`src/rtl/lcd_rx_monitor.sv`:
```
// Receive-side monitor for a parallel RGB LCD stream: geometry checks, lock, frame checksum, probe pixel.
// Latency: inputs pass 2 register stages; frame results and frame_done appear 2 clocks after v_sync is sampled.
// Backpressure: none; the video stream is free-running and every pixel clock is consumed.
module lcd_rx_monitor #(
  parameter int H_ACTIVE        = 480,
  parameter int V_ACTIVE        = 272,
  parameter int SYNC_ACTIVE_LOW = 1,
  parameter int LOCK_FRAMES     = 3
) (
  input  logic        clk_in,
  input  logic        rst,
  input  logic [7:0]  r,
  input  logic [7:0]  g,
  input  logic [7:0]  b,
  input  logic        h_sync,
  input  logic        v_sync,
  input  logic        de,
  input  logic [10:0] probe_x,
  input  logic [9:0]  probe_y,
  output logic        frame_done,
  output logic [10:0] meas_h_total,
  output logic [9:0]  meas_v_total,
  output logic [9:0]  meas_v_active,
  output logic [23:0] frame_sum,
  output logic        frame_err,
  output logic        locked,
  output logic [23:0] probe_rgb,
  output logic        probe_hit
);

  // Pin level of a deasserted sync; sync stages reset to it so reset release never looks like an edge.
  localparam logic        SYNC_IDLE = (SYNC_ACTIVE_LOW != 0);
  localparam logic [10:0] H_ACT     = 11'(H_ACTIVE);
  localparam logic [9:0]  V_ACT     = 10'(V_ACTIVE);
  localparam logic [7:0]  LOCK_CNT  = 8'(LOCK_FRAMES);
  localparam logic [10:0] CYC_MAX   = 11'h7FF;
  localparam logic [9:0]  LINE_MAX  = 10'h3FF;

  typedef enum logic [1:0] {
    SEARCH  = 2'd0,
    ACQUIRE = 2'd1,
    LOCKED  = 2'd2
  } state_t;

  state_t state;

  // Input pipeline: stage 1 holds the current sample, stage 2 the previous one.
  logic [23:0] pix1;
  logic        hs1, hs2, vs1, vs2, de1, de2;

  // Sync levels normalised to active-high, and the edges we act on.
  logic hs_on1, hs_on2, vs_on1, vs_on2;
  logic hs_ast, vs_ast, de_rise, de_fall;

  // Line and frame accumulation state.
  logic [10:0] cyc_cnt;
  logic [10:0] line_total;
  logic        have_total;
  logic [9:0]  line_cnt;
  logic [9:0]  act_cnt;
  logic        line_act;
  logic [10:0] x_cnt;
  logic        h_err;
  logic [23:0] sum_acc;
  logic        probe_done;
  logic [7:0]  good_cnt;

  // Closing-frame snapshot, taken on the v_sync edge and published one clock later.
  logic        close_pend;
  logic [10:0] snap_h_total;
  logic [9:0]  snap_v_total;
  logic [9:0]  snap_v_active;
  logic [23:0] snap_sum;
  logic        snap_err;

  // Next-state values after this cycle's line boundary has been applied.
  logic [10:0] x_base, nxt_x, nxt_cyc, nxt_total;
  logic        nxt_have, line_act_base, nxt_line_act, nxt_h_err;
  logic [9:0]  nxt_line_cnt, nxt_act, act_close;
  logic [23:0] nxt_sum;
  logic        probe_match;
  logic [7:0]  good_inc;

  assign hs_on1  = hs1 ^ SYNC_IDLE;
  assign hs_on2  = hs2 ^ SYNC_IDLE;
  assign vs_on1  = vs1 ^ SYNC_IDLE;
  assign vs_on2  = vs2 ^ SYNC_IDLE;
  assign hs_ast  = hs_on1 & ~hs_on2;
  assign vs_ast  = vs_on1 & ~vs_on2;
  assign de_rise = de1 & ~de2;
  assign de_fall = ~de1 & de2;

  // Register all inputs, then delay the control signals once more for edge detection.
  always_ff @(posedge clk_in or negedge rst) begin
    if (!rst) begin
      pix1 <= '0;
      hs1  <= SYNC_IDLE;
      hs2  <= SYNC_IDLE;
      vs1  <= SYNC_IDLE;
      vs2  <= SYNC_IDLE;
      de1  <= 1'b0;
      de2  <= 1'b0;
    end else begin
      pix1 <= {r, g, b};
      hs1  <= h_sync;
      hs2  <= hs1;
      vs1  <= v_sync;
      vs2  <= vs1;
      de1  <= de;
      de2  <= de1;
    end
  end

  // Per-cycle line bookkeeping; the h_sync boundary is folded in before any frame decision.
  always_comb begin
    x_base        = hs_ast ? 11'd0 : x_cnt;
    nxt_x         = x_base;
    if (de1 && (x_base != CYC_MAX)) begin
      nxt_x = x_base + 11'd1;
    end

    nxt_cyc       = cyc_cnt;
    if (hs_ast) begin
      nxt_cyc = 11'd1;
    end else if (cyc_cnt != CYC_MAX) begin
      nxt_cyc = cyc_cnt + 11'd1;
    end

    nxt_total     = hs_ast ? cyc_cnt : line_total;
    nxt_have      = have_total | hs_ast;

    nxt_line_cnt  = line_cnt;
    if (hs_ast && (line_cnt != LINE_MAX)) begin
      nxt_line_cnt = line_cnt + 10'd1;
    end

    // A line is counted as active when it closes, so act_cnt is the row index while it is drawn.
    nxt_act       = act_cnt;
    if (hs_ast && line_act && (act_cnt != LINE_MAX)) begin
      nxt_act = act_cnt + 10'd1;
    end

    line_act_base = hs_ast ? 1'b0 : line_act;
    nxt_line_act  = line_act_base | de_rise;

    nxt_h_err     = h_err;
    if (de_fall && (x_cnt != H_ACT)) begin
      nxt_h_err = 1'b1;
    end
    if (de_rise && line_act_base) begin
      nxt_h_err = 1'b1;
    end
    if (hs_ast && have_total && (cyc_cnt != line_total)) begin
      nxt_h_err = 1'b1;
    end

    nxt_sum       = de1 ? (sum_acc + pix1) : sum_acc;

    // A frame that ends mid-line still counts that line if it carried pixels.
    act_close     = nxt_act;
    if (nxt_line_act && (nxt_act != LINE_MAX)) begin
      act_close = nxt_act + 10'd1;
    end

    probe_match   = de1 && !probe_done && (x_base == probe_x) && (nxt_act == probe_y);

    good_inc      = (good_cnt >= LOCK_CNT) ? good_cnt : (good_cnt + 8'd1);
  end

  // Frame FSM: line state update, frame snapshot on v_sync, publication and lock tracking a clock later.
  always_ff @(posedge clk_in or negedge rst) begin
    if (!rst) begin
      state         <= SEARCH;
      cyc_cnt       <= '0;
      line_total    <= '0;
      have_total    <= 1'b0;
      line_cnt      <= '0;
      act_cnt       <= '0;
      line_act      <= 1'b0;
      x_cnt         <= '0;
      h_err         <= 1'b0;
      sum_acc       <= '0;
      probe_done    <= 1'b0;
      good_cnt      <= '0;
      close_pend    <= 1'b0;
      snap_h_total  <= '0;
      snap_v_total  <= '0;
      snap_v_active <= '0;
      snap_sum      <= '0;
      snap_err      <= 1'b0;
      frame_done    <= 1'b0;
      meas_h_total  <= '0;
      meas_v_total  <= '0;
      meas_v_active <= '0;
      frame_sum     <= '0;
      frame_err     <= 1'b0;
      locked        <= 1'b0;
      probe_rgb     <= '0;
      probe_hit     <= 1'b0;
    end else begin
      frame_done <= 1'b0;
      probe_hit  <= 1'b0;
      close_pend <= 1'b0;

      cyc_cnt    <= nxt_cyc;
      line_total <= nxt_total;
      have_total <= nxt_have;
      line_cnt   <= nxt_line_cnt;
      act_cnt    <= nxt_act;
      line_act   <= nxt_line_act;
      x_cnt      <= nxt_x;
      h_err      <= nxt_h_err;
      sum_acc    <= nxt_sum;

      if (probe_match) begin
        probe_rgb  <= pix1;
        probe_hit  <= 1'b1;
        probe_done <= 1'b1;
      end

      if (vs_ast) begin
        // Start of a new frame: per-frame state restarts, line timing carries on.
        line_cnt   <= '0;
        act_cnt    <= '0;
        line_act   <= 1'b0;
        have_total <= 1'b0;
        h_err      <= 1'b0;
        sum_acc    <= '0;
        probe_done <= 1'b0;
        if (state == SEARCH) begin
          state <= ACQUIRE;
        end else begin
          close_pend    <= 1'b1;
          snap_h_total  <= nxt_total;
          snap_v_total  <= nxt_line_cnt;
          snap_v_active <= act_close;
          snap_sum      <= nxt_sum;
          snap_err      <= nxt_h_err | (act_close != V_ACT);
        end
      end

      if (close_pend) begin
        frame_done    <= 1'b1;
        meas_h_total  <= snap_h_total;
        meas_v_total  <= snap_v_total;
        meas_v_active <= snap_v_active;
        frame_sum     <= snap_sum;
        frame_err     <= snap_err;
        if (snap_err) begin
          good_cnt <= '0;
          locked   <= 1'b0;
          state    <= ACQUIRE;
        end else begin
          good_cnt <= good_inc;
          if (good_inc == LOCK_CNT) begin
            locked <= 1'b1;
            state  <= LOCKED;
          end
        end
      end
    end
  end

endmodule

```
`config.mk`:
```
export PLATFORM = sky130hd
export DESIGN_NAME = lcd_rx_monitor
export DESIGN_NICKNAME = d
export VERILOG_FILES = /design/src/rtl/lcd_rx_monitor.sv
export SDC_FILE = /design/constraint.sdc
export NUM_CORES = 1
export LEC_CHECK = 0
export BUFFER_PORTS_ARGS = -buffer_cell sky130_fd_sc_hd__buf_2
export CAP_MARGIN = 25
export CORE_MARGIN = 1
export CORE_UTILIZATION = 50
export CTS_BUF_LIST = sky130_fd_sc_hd__clkbuf_2
export DETAILED_ROUTE_END_ITERATION = 6
export PLACE_DENSITY = 0.7
export SYNTH_ARGS = -nofsm -noshare
export SYNTH_HDL_FRONTEND = slang
export SYNTH_SLANG_ARGS = --single-unit
```
`constraint.sdc`:
```
create_clock -name clk_in -period 3.6 [get_ports clk_in]
set_input_delay 0.54 -clock clk_in [delete_from_list [all_inputs] [get_ports clk_in]]
set_output_delay 0.54 -clock clk_in [all_outputs]
set_load 0.005 [all_outputs]
```
# ---- Word level (Yosys, flattened, before mapping)
# Cells that the tools add are included.
dict set report totals {
  register_bits 261
  input_bits 50
  out_inout_bits 83
  elab_cells 118
}
dict set report op_classes {
  n_addsub 7
  n_lt_le_gt_ge 1
  eq_ne 11
  muxes 34
  bitwise 12
  reduce_logical 19
}
# op n
set op_table {}
lappend op_table {{11-bit two-way mux} 5}
lappend op_table {{10-bit two-way mux} 5}
lappend op_table {{24-bit two-way mux} 2}
lappend op_table {{10-bit by 1-bit adder with 10-bit output (second input constant)} 3}
lappend op_table {{10-bit != test (second input constant)} 3}
lappend op_table {{24-bit adder} 1}
lappend op_table {{11-bit by 1-bit adder with 11-bit output (second input constant)} 2}
lappend op_table {{11-bit != test (second input constant)} 2}
lappend op_table {{8-bit two-way mux} 2}
lappend op_table {{1-bit two-way mux} 15}
lappend op_table {{1-bit logical AND} 12}
lappend op_table {{11-bit == test} 1}
lappend op_table {{11-bit != test} 1}
lappend op_table {{11-bit by 9-bit != test with 1-bit output (second input constant)} 1}
lappend op_table {{10-bit == test} 1}
lappend op_table {{2-bit two-way mux} 5}
lappend op_table {{10-bit by 9-bit != test with 1-bit output (second input constant)} 1}
lappend op_table {{8-bit by 1-bit adder with 8-bit output (second input constant)} 1}
lappend op_table {{8-bit by 2-bit == test with 1-bit output (second input constant)} 1}
lappend op_table {{8-bit by 2-bit >= comparator with 1-bit output (second input constant)} 1}
lappend op_table {{2-bit nonzero test} 3}
lappend op_table {{1-bit inverter} 5}
lappend op_table {{1-bit bitwise AND} 4}
lappend op_table {{2-bit AND reduction} 2}
lappend op_table {{other kinds (3)} 5}

# ---- Depth between registers and ports, before layout
# Gate-level depths: netlist of the first run.
dict set report logic_depth {
  ltp_word 10
  depth_mapped 11
  mapped_depth_nobuf 10
}

# ---- Least setup slack after synthesis of the first run
# No wires, ideal clock.
dict set report synth_timing {
  path_type {reg2reg}
  startpoint {register act_cnt[0]}
  endpoint {register probe_rgb[10]}
  setup_ps 125
  arrival_time_ps 3047
  required_time_ps 3475
  path_slack_ps 428
  stages_incl_launch_ff 10
  path_buffers 1
  period_less_slack_ps 3172
  cell_sequence {dfrtp_1 ha_1 nand4_2 nor3_1 mux2i_1 xor2_1 nand4_1 nor4_4 buf_6 mux2_4}
}
dict set report synth_via {
  elab_chain_len 5
  elab_cells_between_ends 6
  classes_between {add/sub: 1; eq/ne: 2; mux: 1; reduce/logical: 2}
}
# item line
set synth_lines {}
lappend synth_lines {{start: declaration} 60} ;# logic [9:0] act_cnt;
lappend synth_lines {{start signal: assignment} 209} ;# act_cnt <= nxt_act;
lappend synth_lines {{branches (longest 2 deep; another with 10-bit by 1-bit adder with 10-bit output)} n/a}
lappend synth_lines {{10-bit two-way mux *} 139} ;# if (hs_ast && line_act && (act_cnt != LINE_MAX)) begin
lappend synth_lines {{10-bit == test *} 165} ;# probe_match = de1 && !probe_done && (x_base == probe_x) && (nxt_act == probe_y);
lappend synth_lines {{1-bit logical AND *} 165}
lappend synth_lines {{end signal: assignment} 216} ;# probe_rgb <= pix1;
lappend synth_lines {{end: declaration} 27} ;# output logic [23:0] probe_rgb,
# Mark *: on every way between the ends.
# A chain may end at the register's enable or synchronous reset.

# ---- Worst setup path after layout of the first run
dict set report layout_timing {
  startpoint {register act_cnt[0]}
  endpoint {register probe_rgb[0]}
}
# The elaborated chain is that of the path after synthesis.

==> results of run 1 <==
-- area by class of cell --
type | count | area share (%)
clock buffers | 100 | 3.62
well taps | 313 | 2.83
clock inverters | 12 | 0.968
flip-flops and latches | 261 | 47.3
repair buffers | 181 | 8.20
diodes | 3 | 0.0543
multi-input cells | 756 | 36.6
inverters | 18 | 0.489
-- worst register-to-register path, cell delays in order, from the launching register on --
cell,delay (ns)
dfrtp_1,0.51
ha_1,0.36
nand4_4,0.22
o31ai_4,0.37
or3_1,0.19
and2_1,0.25
xor2_1,0.16
nand4_1,0.18
nor4_4,0.37
buf_12,0.25
mux2_2,0.40
-- through the flow --
| step | util [%] | setup slack, ns |
|---|---|---|
| 6_report | 60.4 | 0.232 |
| 4_1_cts | 60.3 | 0.149 |
| 5_1_grt | 60.4 | 0.0184 |
| 2_1_floorplan | - | 0.428 |
| 3_5_place_dp | 56.3 | 0.193 |
| 3_3_place_gp | 56.3 | 0.343 |
-- logic make-up after synthesis --
family / share of synthesized area [%]
adders and majority gates: 3.14
buffers and inverters: 2.07
muxes: 10.0
xor gates and xnor gates: 5.32
DFF: 55.4
AOI/OAI and AO/OA: 8.97
and+or+nand+nor: 15.1
-- flip-flops by register name, indices dropped and copies added (netlist names), 2 cells and up --
name / flops
frame_sum: 24
pix1: 24
probe_rgb: 24
snap_sum: 24
sum_acc: 24
cyc_cnt: 11
line_total: 11
meas_h_total: 11
snap_h_total: 11
x_cnt: 11
act_cnt: 10
line_cnt: 10
meas_v_active: 10
meas_v_total: 10
snap_v_active: 10
snap_v_total: 10
good_cnt: 8
state: 2
-- placed cells by master (no fill, tap or decap), drive strengths merged, types with 9 or more instances in the layout --
cell type    netlist  final
nor2             104    104
xnor2             36     36
xor2              34     34
inv               17     18
and2              12     12
mux2i             20     20
nand2            158    158
o31ai              9      9
o21ai             61     61
dlygate4sd3        0     28
nand3             27     27
mux2              81     81
ha                28     28
a31oi              9      9
a21oi             40     40
dfrtp            257    257
a21o              10     10
clkbuf            28    100
buf               14    153
nand4             16     16
nand2b            10     10
nor3              18     18
-- power breakdown --
group | internal, mW | leakage [nW] | switching [mW] | total, mW
logic | 0.997 | 3.01 | 1.11 | 2.10
clock network | 0.946 | 0.478 | 1.18 | 2.13
registers | 3.47 | 3.40 | 0.365 | 3.84
-- how the worst min path moves through the flow --
stage	from	to	slack, ns	cells past startpoint
finish	probe_y[5]	probe_hit	0.14	4
global route	probe_y[5]	probe_hit	0.11	4
CTS	probe_x[6]	probe_hit	0.08	4
detailed placement	hs1	hs2	0.38	0
global placement	hs1	hs2	0.37	0
floorplan	rst	act_cnt[0]	0.24	0
-- metal layers --
layer / up-vias / global-route usage (%) / share of wire, %
met3: 42 / 5.17 / 5.1
met2: 228 / 33.3 / 45
li1: 4194 / - / -
met5: - / 0 / 0
met4: 0 / 9.62 / 2.2
met1: 4242 / 30.3 / 48
-- repair_timing --
item	in CTS	in global routing
hold buffers	28	0
gates resized for setup	0	1
hold endpoints to repair	88	0
setup endpoints to repair	0	12
==> results.ini, run 1 <==
[timing]
max_freq_mhz = 297
fin_crit_ns = 3.37
slew_headroom_pct = 38.7
hold_violations = 0
setup_tns_ns = 0
grt_setup_unrepaired = false
setup_viol = 0
clock_skew_ns = 0.0570
fin_crit_sh_pct = 93.6
slew_violations = 0
whs_ns = 0.141
worst_pin_slew_ns = 0.920

[synthesis]
synth_top_cell_by_area = dfrtp_1
synth_area_leaders = dfrtp_1 (54%), mux2_2 (5.9%), nand2_1 (5.0%)
synth-edff-count = 0
seq_area_frac_synth_pct = 55.4
ys_warn_count = 0
synth_nets = 1156
synth_most_common_cell = dfrtp_1
async_flop_share_pct = 100
avgSynthCellArea_um2 = 11.0
synth_top_flop_cell = dfrtp_1
ys_ff_latch = 261
synth.distinct_cells = 72
synthTopCellsByCount = dfrtp_1 (257), nand2_1 (157), nor2_1 (104)
synth.cell_area_mm2 = 0.0118
synth_top_area_share_pct = 54.5
syn-instance-count = 1077

[power]
p_total_mw = 8.07
max-vdd-ir-drop_uv = 332
power_leakage_nw = 6.89
powerDensity_mw_per_mm2 = 584

[route]
wl_per_cell_um = 15.5
drtPass1Iterations = 5
wirelength_um = 25500
via_count = 8706
drt_first_iter_violations = 481
ant_nets = 0
drcViolationCount = 0
vias_per_cell = 5.30

[floorplanning]
fp.dieArea_mm2 = 0.0242
io-pin-count = 133
die_w_um = 156
start_util_pct = 51.5
rows = 55
die_h_um = 156
core_area_mm2 = 0.0229

[job]
max-cap-violations = 0

[hold_path]
hold_path_class = in2reg

[worst_setup_path]
cp_max_fo = 25
cp.arrival_ns = 4.06
worstSetupEndpoint = probe_rgb[0]
cp.buffers_inverters = 1
worstSetupEndpointType = flip-flop
cp.required_ns = 4.29
r2r-start = act_cnt[0]
r2r-end = probe_rgb[0]
path_cells = ha_1 > nand4_4 > o31ai_4 > or3_1 > and2_1 > xor2_1 > nand4_1 > nor4_4 > buf_12 > mux2_2
crit_start = act_cnt[0]
crit_path_start_kind = flip-flop
critPathSlowestCell = dfrtp_1
crit_family = simple AND/OR/NAND/NOR gates
worst-path-stages = 10
cp_slowest_stage_delay_ns = 0.51
rrSetupSlack_ns = 0.23
reg2reg_depth = 10
worstSetupPathType = reg2reg

[clock_tree]
cts_inserted_buffers = 68
htreeDepth = 3
clockRootBuffer = clkbuf_2
clk_latency_ns = 0.85
clock_sinks = 261
tritoncts = built
cts_setup_buffers = 0
clkTransAtPathRegs_ns = 0.10
clk_path_buf_depth = 3

[cells_and_area]
finalNonFillerCells = 1644
drive_gt1_share_pct = 27.4
fillers = 1933
multiInputGateArea_mm2 = 0.00506
final_nets = 1365
fin_area_mm2 = 0.0138
ff_latch_area_mm2 = 0.00654
areaGrowthSynthToFinish_pct = 17.1

[place]
dp.cells = 1501
portBuffers = 132
routabilityCongestion = 0.930
hpwlAfterDp_um = 16800
place_area_mm2 = 0.0129

[status]
status = completed

[global_routing]
grt_usage_pct = 22.0
grt_overflow_total = 0
antenna_found_initial = 3
grt_pass1_wl_um = 42000
grt_pass1_vias = 8637
grt_max_degree = 89

Power figures use the tool's default switching activity.
==> run 2, diff against run 1 <==
--- a/config.mk
+++ b/config.mk
@@ -5,6 +5,7 @@
 export SDC_FILE = /design/constraint.sdc
 export NUM_CORES = 1
 export LEC_CHECK = 0
+export ABC_AREA = 1
 export BUFFER_PORTS_ARGS = -buffer_cell sky130_fd_sc_hd__buf_2
 export CAP_MARGIN = 25
 export CORE_MARGIN = 1
==> results.ini, run 2 <==
[clock_tree]
cts_setup_buffers = 0  ; unchanged
cts_resized = 0  ; unchanged
tritoncts = built
clk_path_buf_depth = 3  ; unchanged
cts_inserted_buffers = 68  ; unchanged
clkTransAtPathRegs_ns = 0.11  ; about the same
htreeDepth = 3  ; unchanged
clk_latency_ns = 0.85  ; about the same
clock_sinks = 261  ; unchanged
clockRootBuffer = clkbuf_2

[place]
portBuffers = 132  ; unchanged
hpwlAfterDp_um = 20400  ; +21%
place_area_mm2 = 0.0131  ; +1.5%
routabilityCongestion = 0.907  ; -2.4%

[power]
max-vdd-ir-drop_uv = 354  ; +6.7%
power_leakage_nw = 7.47  ; +8.3%
powerDensity_mw_per_mm2 = 564  ; -3.3%
p_total_mw = 7.91  ; -2.0%

[synthesis]
async_flop_share_pct = 100  ; unchanged
synth_area_leaders = dfrtp_1 (53%), nand2_1 (16%), nor2_1 (4.2%)
syn-instance-count = 1442  ; +34%
synth_top_cell_by_area = dfrtp_1
synthTopCellsByCount = nand2_1 (509), dfrtp_1 (257), nor2_1 (134)
ys_ff_latch = 261  ; unchanged
ys_warn_count = 0  ; unchanged
synth_top_area_share_pct = 53.2  ; -1.3 points
synth_most_common_cell = nand2_1
synth.cell_area_mm2 = 0.0121  ; +2.4%
seq_area_frac_synth_pct = 54.0  ; -1.3 points
synth_nets = 1521  ; +32%
synth_top_flop_cell = dfrtp_1
avgSynthCellArea_um2 = 8.39  ; -23%
synth-edff-count = 0  ; unchanged
synth.distinct_cells = 50  ; -31%

[cells_and_area]
layout_commonest_cell = nand2_1
areaGrowthSynthToFinish_pct = 15.8
fin_area_mm2 = 0.0140  ; +1.3%
layout_common_cells = nand2_1 (509), dfrtp_1 (256), nor2_1 (133)
drive_gt1_share_pct = 17.4  ; -10 points
final_nets = 1717  ; +26%
fin_util_pct = 59.3  ; -1.0 points

[floorplanning]
rows = 56  ; +1.8%
io-pin-count = 133  ; unchanged
die_h_um = 158  ; +1.2%
core_area_mm2 = 0.0236  ; +3.0%
start_util_pct = 51.2  ; -0.30 points
die_w_um = 158  ; +1.2%
fp.dieArea_mm2 = 0.0248  ; +2.4%

[worst_setup_path]
worstSetupPathType = reg2reg
cp_max_fo = 26  ; +4.0%
cp.arrival_ns = 3.72  ; -0.34 ns
cp.required_ns = 4.32  ; +0.03 ns
crit_path_start_kind = flip-flop
worstSetupEndpointType = flip-flop

[route]
drtPass1Iterations = 7  ; +2
wirelength_um = 29200  ; +15%
vias_per_cell = 5.10  ; -3.7%
wl_per_cell_um = 14.6  ; -6.0%
via_count = 10200  ; +18%
drcViolationCount = 0  ; unchanged
drt_first_iter_violations = 778  ; +62%
ant_nets = 0  ; unchanged

[global_routing]
grt_usage_pct = 25.0  ; +3.0 points
grt_pass1_wl_um = 48300  ; +15%
grt_overflow_total = 0  ; unchanged
grt_pass1_vias = 9693  ; +12%
antenna_found_initial = 2  ; -1
grt_max_degree = 92  ; +3.4%

[timing]
setup_viol = 0  ; unchanged
setup_tns_ns = 0  ; unchanged
hold_violations = 0  ; unchanged
grt_setup_unrepaired = false
slew_headroom_pct = 53.9  ; +15 points
max_freq_mhz = 333  ; +12%
whs_ns = 0.234  ; +0.0926 ns
fin_crit_ns = 3.01  ; -0.362 ns
worst_pin_slew_ns = 0.691  ; -0.229 ns
slew_violations = 0  ; unchanged
clock_skew_ns = 0.0775  ; +0.0205 ns
fin_crit_sh_pct = 83.5  ; -10 points

[status]
status = completed

[hold_path]
hold_path_class = in2async

[job]
max-cap-violations = 0  ; unchanged

-- run 2: layer usage --
layer	up-vias	global-route usage (%)	part of all wire (%)
met3	68	4.74	5.1
li1	5048	-	-
met5	-	0	0
met2	327	37.3	44
met4	0	10.7	2.9
met1	4789	35.5	48
-- run 2: kinds of logic after synthesis --
kind of cell	share of synthesized area, %
multiplexers	0.248
buffers and inverters	5.09
AO/OA/AOI/OAI	7.94
adder cells (fa/ha/maj)	3.06
XOR/XNOR	3.11
flip-flops	54.0
AND/OR/NAND/NOR	26.5
-- run 2: critical path: stages, from the launching register on --
cell and delay (ns):
dfstp_2 0.54, inv_1 0.05, nand2_1 0.23, inv_1 0.14, buf_4 0.20, nor2_1 0.19
o22ai_1 0.10, nor2_1 0.11, nand2_1 0.06, nor2_1 0.16, nand4_1 0.18, nor4_4 0.23
nand2_4 0.25, inv_4 0.30, nand2_1 0.09, nand2_1 0.06
-- run 2: power breakdown --
part | leakage, nW | total [mW] | internal (mW) | switching (mW)
combinational | 3.59 | 2.07 | 0.798 | 1.27
sequential | 3.40 | 3.75 | 3.43 | 0.319
clock | 0.480 | 2.09 | 0.884 | 1.21
total | 7.47 | 7.91 | 5.11 | 2.80
-- run 2: layout make-up --
| class | instances | area, µm² |
|---|---|---|
| clock inverter | 17 | 128 |
| clock buffer | 100 | 500 |
| antenna | 2 | 5.00 |
| inverter | 110 | 415 |
| tap | 319 | 399 |
| sequential | 261 | 6540 |
| multi-input combinational | 1027 | 4960 |
| fill | 2152 | 9600 |
| timing repair buffer | 170 | 1060 |
-- run 2: through the flow --
stage / std cells / setup slack [ns]
2_1_floorplan: 1442 / 1.30
3_3_place_gp: 1859 / 0.765
3_5_place_dp: 1859 / 0.646
4_1_cts: 2004 / 0.577
5_1_grt: 2006 / 0.266
6_report: 2006 / 0.594
-- run 2: repair_timing --
action	4_1_cts	5_1_grt
endpoints found under the hold margin	91	0
hold buffers	28	0
endpoints found under the setup margin	0	0
-- run 2: worst paths after layout --
kind | startpoint | endpoint | slack [ns] | cells past startpoint
worst max-delay path | hs1 | probe_rgb[2] | 0.59 | 15
worst min-delay path | rst | snap_h_total[7] | 0.23 | 2
worst max register to register | hs1 | probe_rgb[2] | 0.59 | 15
worst min register to register | hs1 | hs2 | 0.37 | 0
max in group asynchronous | rst | snap_sum[15] | 2.39 | 3
min in group clk_in | r[2] | pix1[18] | 0.35 | 2
==> run 3, diff against run 2 <==
--- a/config.mk
+++ b/config.mk
@@ -12,7 +12,7 @@
 export CORE_UTILIZATION = 50
 export CTS_BUF_LIST = sky130_fd_sc_hd__clkbuf_2
 export DETAILED_ROUTE_END_ITERATION = 6
-export PLACE_DENSITY = 0.7
+export PLACE_DENSITY = 0.72
 export SYNTH_ARGS = -nofsm -noshare
 export SYNTH_HDL_FRONTEND = slang
 export SYNTH_SLANG_ARGS = --single-unit
==> constraint.sdc (replaced) <==
create_clock -name clk_in -period 2.6 [get_ports clk_in]
set_input_delay 0.39 -clock clk_in [delete_from_list [all_inputs] [get_ports clk_in]]
set_output_delay 0.39 -clock clk_in [all_outputs]
set_load 0.005 [all_outputs]
==> results.ini, run 3 (same netlist as run 2, synthesis figures left out) <==
[route]
drcViolationCount = 0  ; unchanged
drtPass1Iterations = 5  ; -2
drt_first_iter_violations = 659  ; -15%
via_count = 10400  ; +2.1%
wl_per_cell_um = 14.8  ; +1.5%
wirelength_um = 30400  ; +4.0%
vias_per_cell = 5.08  ; -0.42%
ant_nets = 0  ; unchanged

[worst_setup_path]
worstSetupEndpointType = flip-flop
worstSetupPathType = reg2reg
reg2reg_depth = 14  ; -1
cp.arrival_ns = 3.27  ; -0.45 ns
crit_path_start_kind = flip-flop
cp.required_ns = 3.30  ; -1.02 ns
cp_max_fo = 7  ; -73%

[clock_tree]
tritoncts = built
clk_latency_ns = 0.83  ; -0.02 ns
clkTransAtPathRegs_ns = 0.09  ; -0.02 ns
clk_path_buf_depth = 3  ; unchanged
clockRootBuffer = clkbuf_2
htreeDepth = 3  ; unchanged
clock_sinks = 261  ; unchanged
cts_inserted_buffers = 69  ; +1.5%

[timing]
setup_viol = 0  ; unchanged
clock_skew_ns = 0.0592  ; -0.0183 ns
worst_pin_slew_ns = 0.664  ; -0.0278 ns
hold_violations = 0  ; unchanged
slew_violations = 0  ; unchanged
fin_crit_ns = 2.57  ; -0.433 ns
grt_setup_unrepaired = true
setup_tns_ns = 0  ; unchanged
fin_crit_sh_pct = 99.0  ; +15 points
layout_setup_ws_ns = 0.0269  ; -0.567 ns
max_freq_mhz = 389  ; +17%
slew_headroom_pct = 55.6  ; +1.7 points

[global_routing]
grt_pass1_vias = 9900  ; +2.1%
grt_usage_pct = 24.3  ; -0.68 points
grt_max_degree = 66  ; -28%
antenna_found_initial = 2  ; unchanged
grt_overflow_total = 0  ; unchanged
grt_pass1_wl_um = 47500  ; -1.7%

[cells_and_area]
drive_gt1_share_pct = 23.1  ; +5.7 points
layout_commonest_cell = nand2_1
final_nets = 1764  ; +2.7%
areaGrowthSynthToFinish_pct = 21.6
fin_area_mm2 = 0.0147  ; +5.0%
layout_common_cells = nand2_1 (471), dfrtp_1 (256), buf_2 (131)

[floorplanning]
rows = 56  ; unchanged
core_area_mm2 = 0.0236  ; unchanged
die_w_um = 158  ; unchanged
fp.dieArea_mm2 = 0.0248  ; unchanged
io-pin-count = 133  ; unchanged
start_util_pct = 51.2  ; unchanged
die_h_um = 158  ; unchanged

[power]
max-vdd-ir-drop_uv = 390  ; +10%
p_seq_share_pct = 47.4  ; about the same
power_leakage_nw = 7.71  ; +3.3%
power.switching_mw = 3.99  ; +43%
p_int_mw = 6.99  ; +37%
clock_power_share_pct = 24.6  ; -1.8 points
comb_power_share_pct = 28.0  ; +1.8 points
powerDensity_mw_per_mm2 = 747  ; +32%
switching_share_pct = 36.4  ; +0.97 points

[status]
status = completed

[job]
max-cap-violations = 0  ; unchanged

[place]
hpwlAfterDp_um = 20300  ; -0.32%
pre_cts_ws_ns = -0.0556  ; -0.702 ns
portBuffers = 132  ; unchanged
routabilityCongestion = 0.909  ; +0.15%
place_area_mm2 = 0.0133  ; +1.8%

[hold_path]
hold_path_class = in2async

## run 3: cell types whose count changed in the layout (fill, tap and decap cells not counted), moves of 6 or more
cell / previous run / this run
nand2_1: 509 / 471
clkinv_1: 10 / 16
nand2_4: 2 / 11
buf_4: 7 / 42
nor2_1: 133 / 123
nand2_2: 7 / 35
## run 3: path summary, 6_finish.rpt
check / endpoint / slack [ns] / start
max: probe_rgb[13] / 0.03 / hs1
min: meas_h_total[4] / 0.10 / rst
max reg2reg: probe_rgb[13] / 0.03 / hs1
min reg2reg: hs2 / 0.37 / hs1
max in group asynchronous: vs1 / 1.70 / rst
min in group clk_in: pix1[5] / 0.21 / b[5]
## run 3: worst max-delay path, cell delays in order, from the launching register on
cell	delay, ns
dfstp_2	0.54
inv_2	0.05
nand2_4	0.11
buf_8	0.15
nand2_1	0.14
a211oi_2	0.21
nand2_1	0.07
nor2_1	0.15
nand4_1	0.16
nor4_4	0.31
buf_6	0.18
nand2_8	0.09
clkbuf_16	0.18
nand2_4	0.05
nand2_2	0.05
## run 3: power by group through the flow
stage / registers [mW] / clock network, mW / logic, mW
final: 5.21 / 2.71 / 3.07
after detailed placement: 5.26 / 0 / 2.92
after floorplan: 5.16 / 0 / 1.89
after global routing: 5.28 / 3.01 / 3.49
after CTS: 5.18 / 2.79 / 2.96
after global placement: 5.25 / 0 / 2.86
## run 3: metal layers
layer,routed length (µm),vias up,track usage (%)
li1,-,5158,-
met1,13700,4898,33.1
met2,14200,326,38.4
met3,1850,61,5.31
met4,649,0,8.14
met5,0,-,0
## run 3: cell type report
type	count	area [µm²]
antenna	3	7.51
clock buffer	96	480
clock inverter	24	104
fill	2099	8900
inverter	110	433
multi-input combinational	1029	5270
sequential	261	6540
tap	319	399
timing repair buffer	212	1450
timing repair inverter	2	27.5
## run 3: stage by stage
stage                     utilization, %  hold slack (ns)  power, mW  cells
after floorplan                        -           0.0944       7.05   1442
after global placement              56.4            0.360       8.10   1888
after detailed placement            56.4            0.360       8.18   1888
after CTS                           60.1           0.0482       10.9   2036
after global routing                62.3           0.0762       11.8   2056
final                               62.3            0.102       11.0   2056
## run 3: what timing repair did
item,CTS,global route
gates resized for setup,2,100
gates cloned,0,7
pin swaps,0,33
hold endpoints to repair,260,0
buffers inserted,0,10
setup endpoints to repair,1,44
hold buffers,28,0
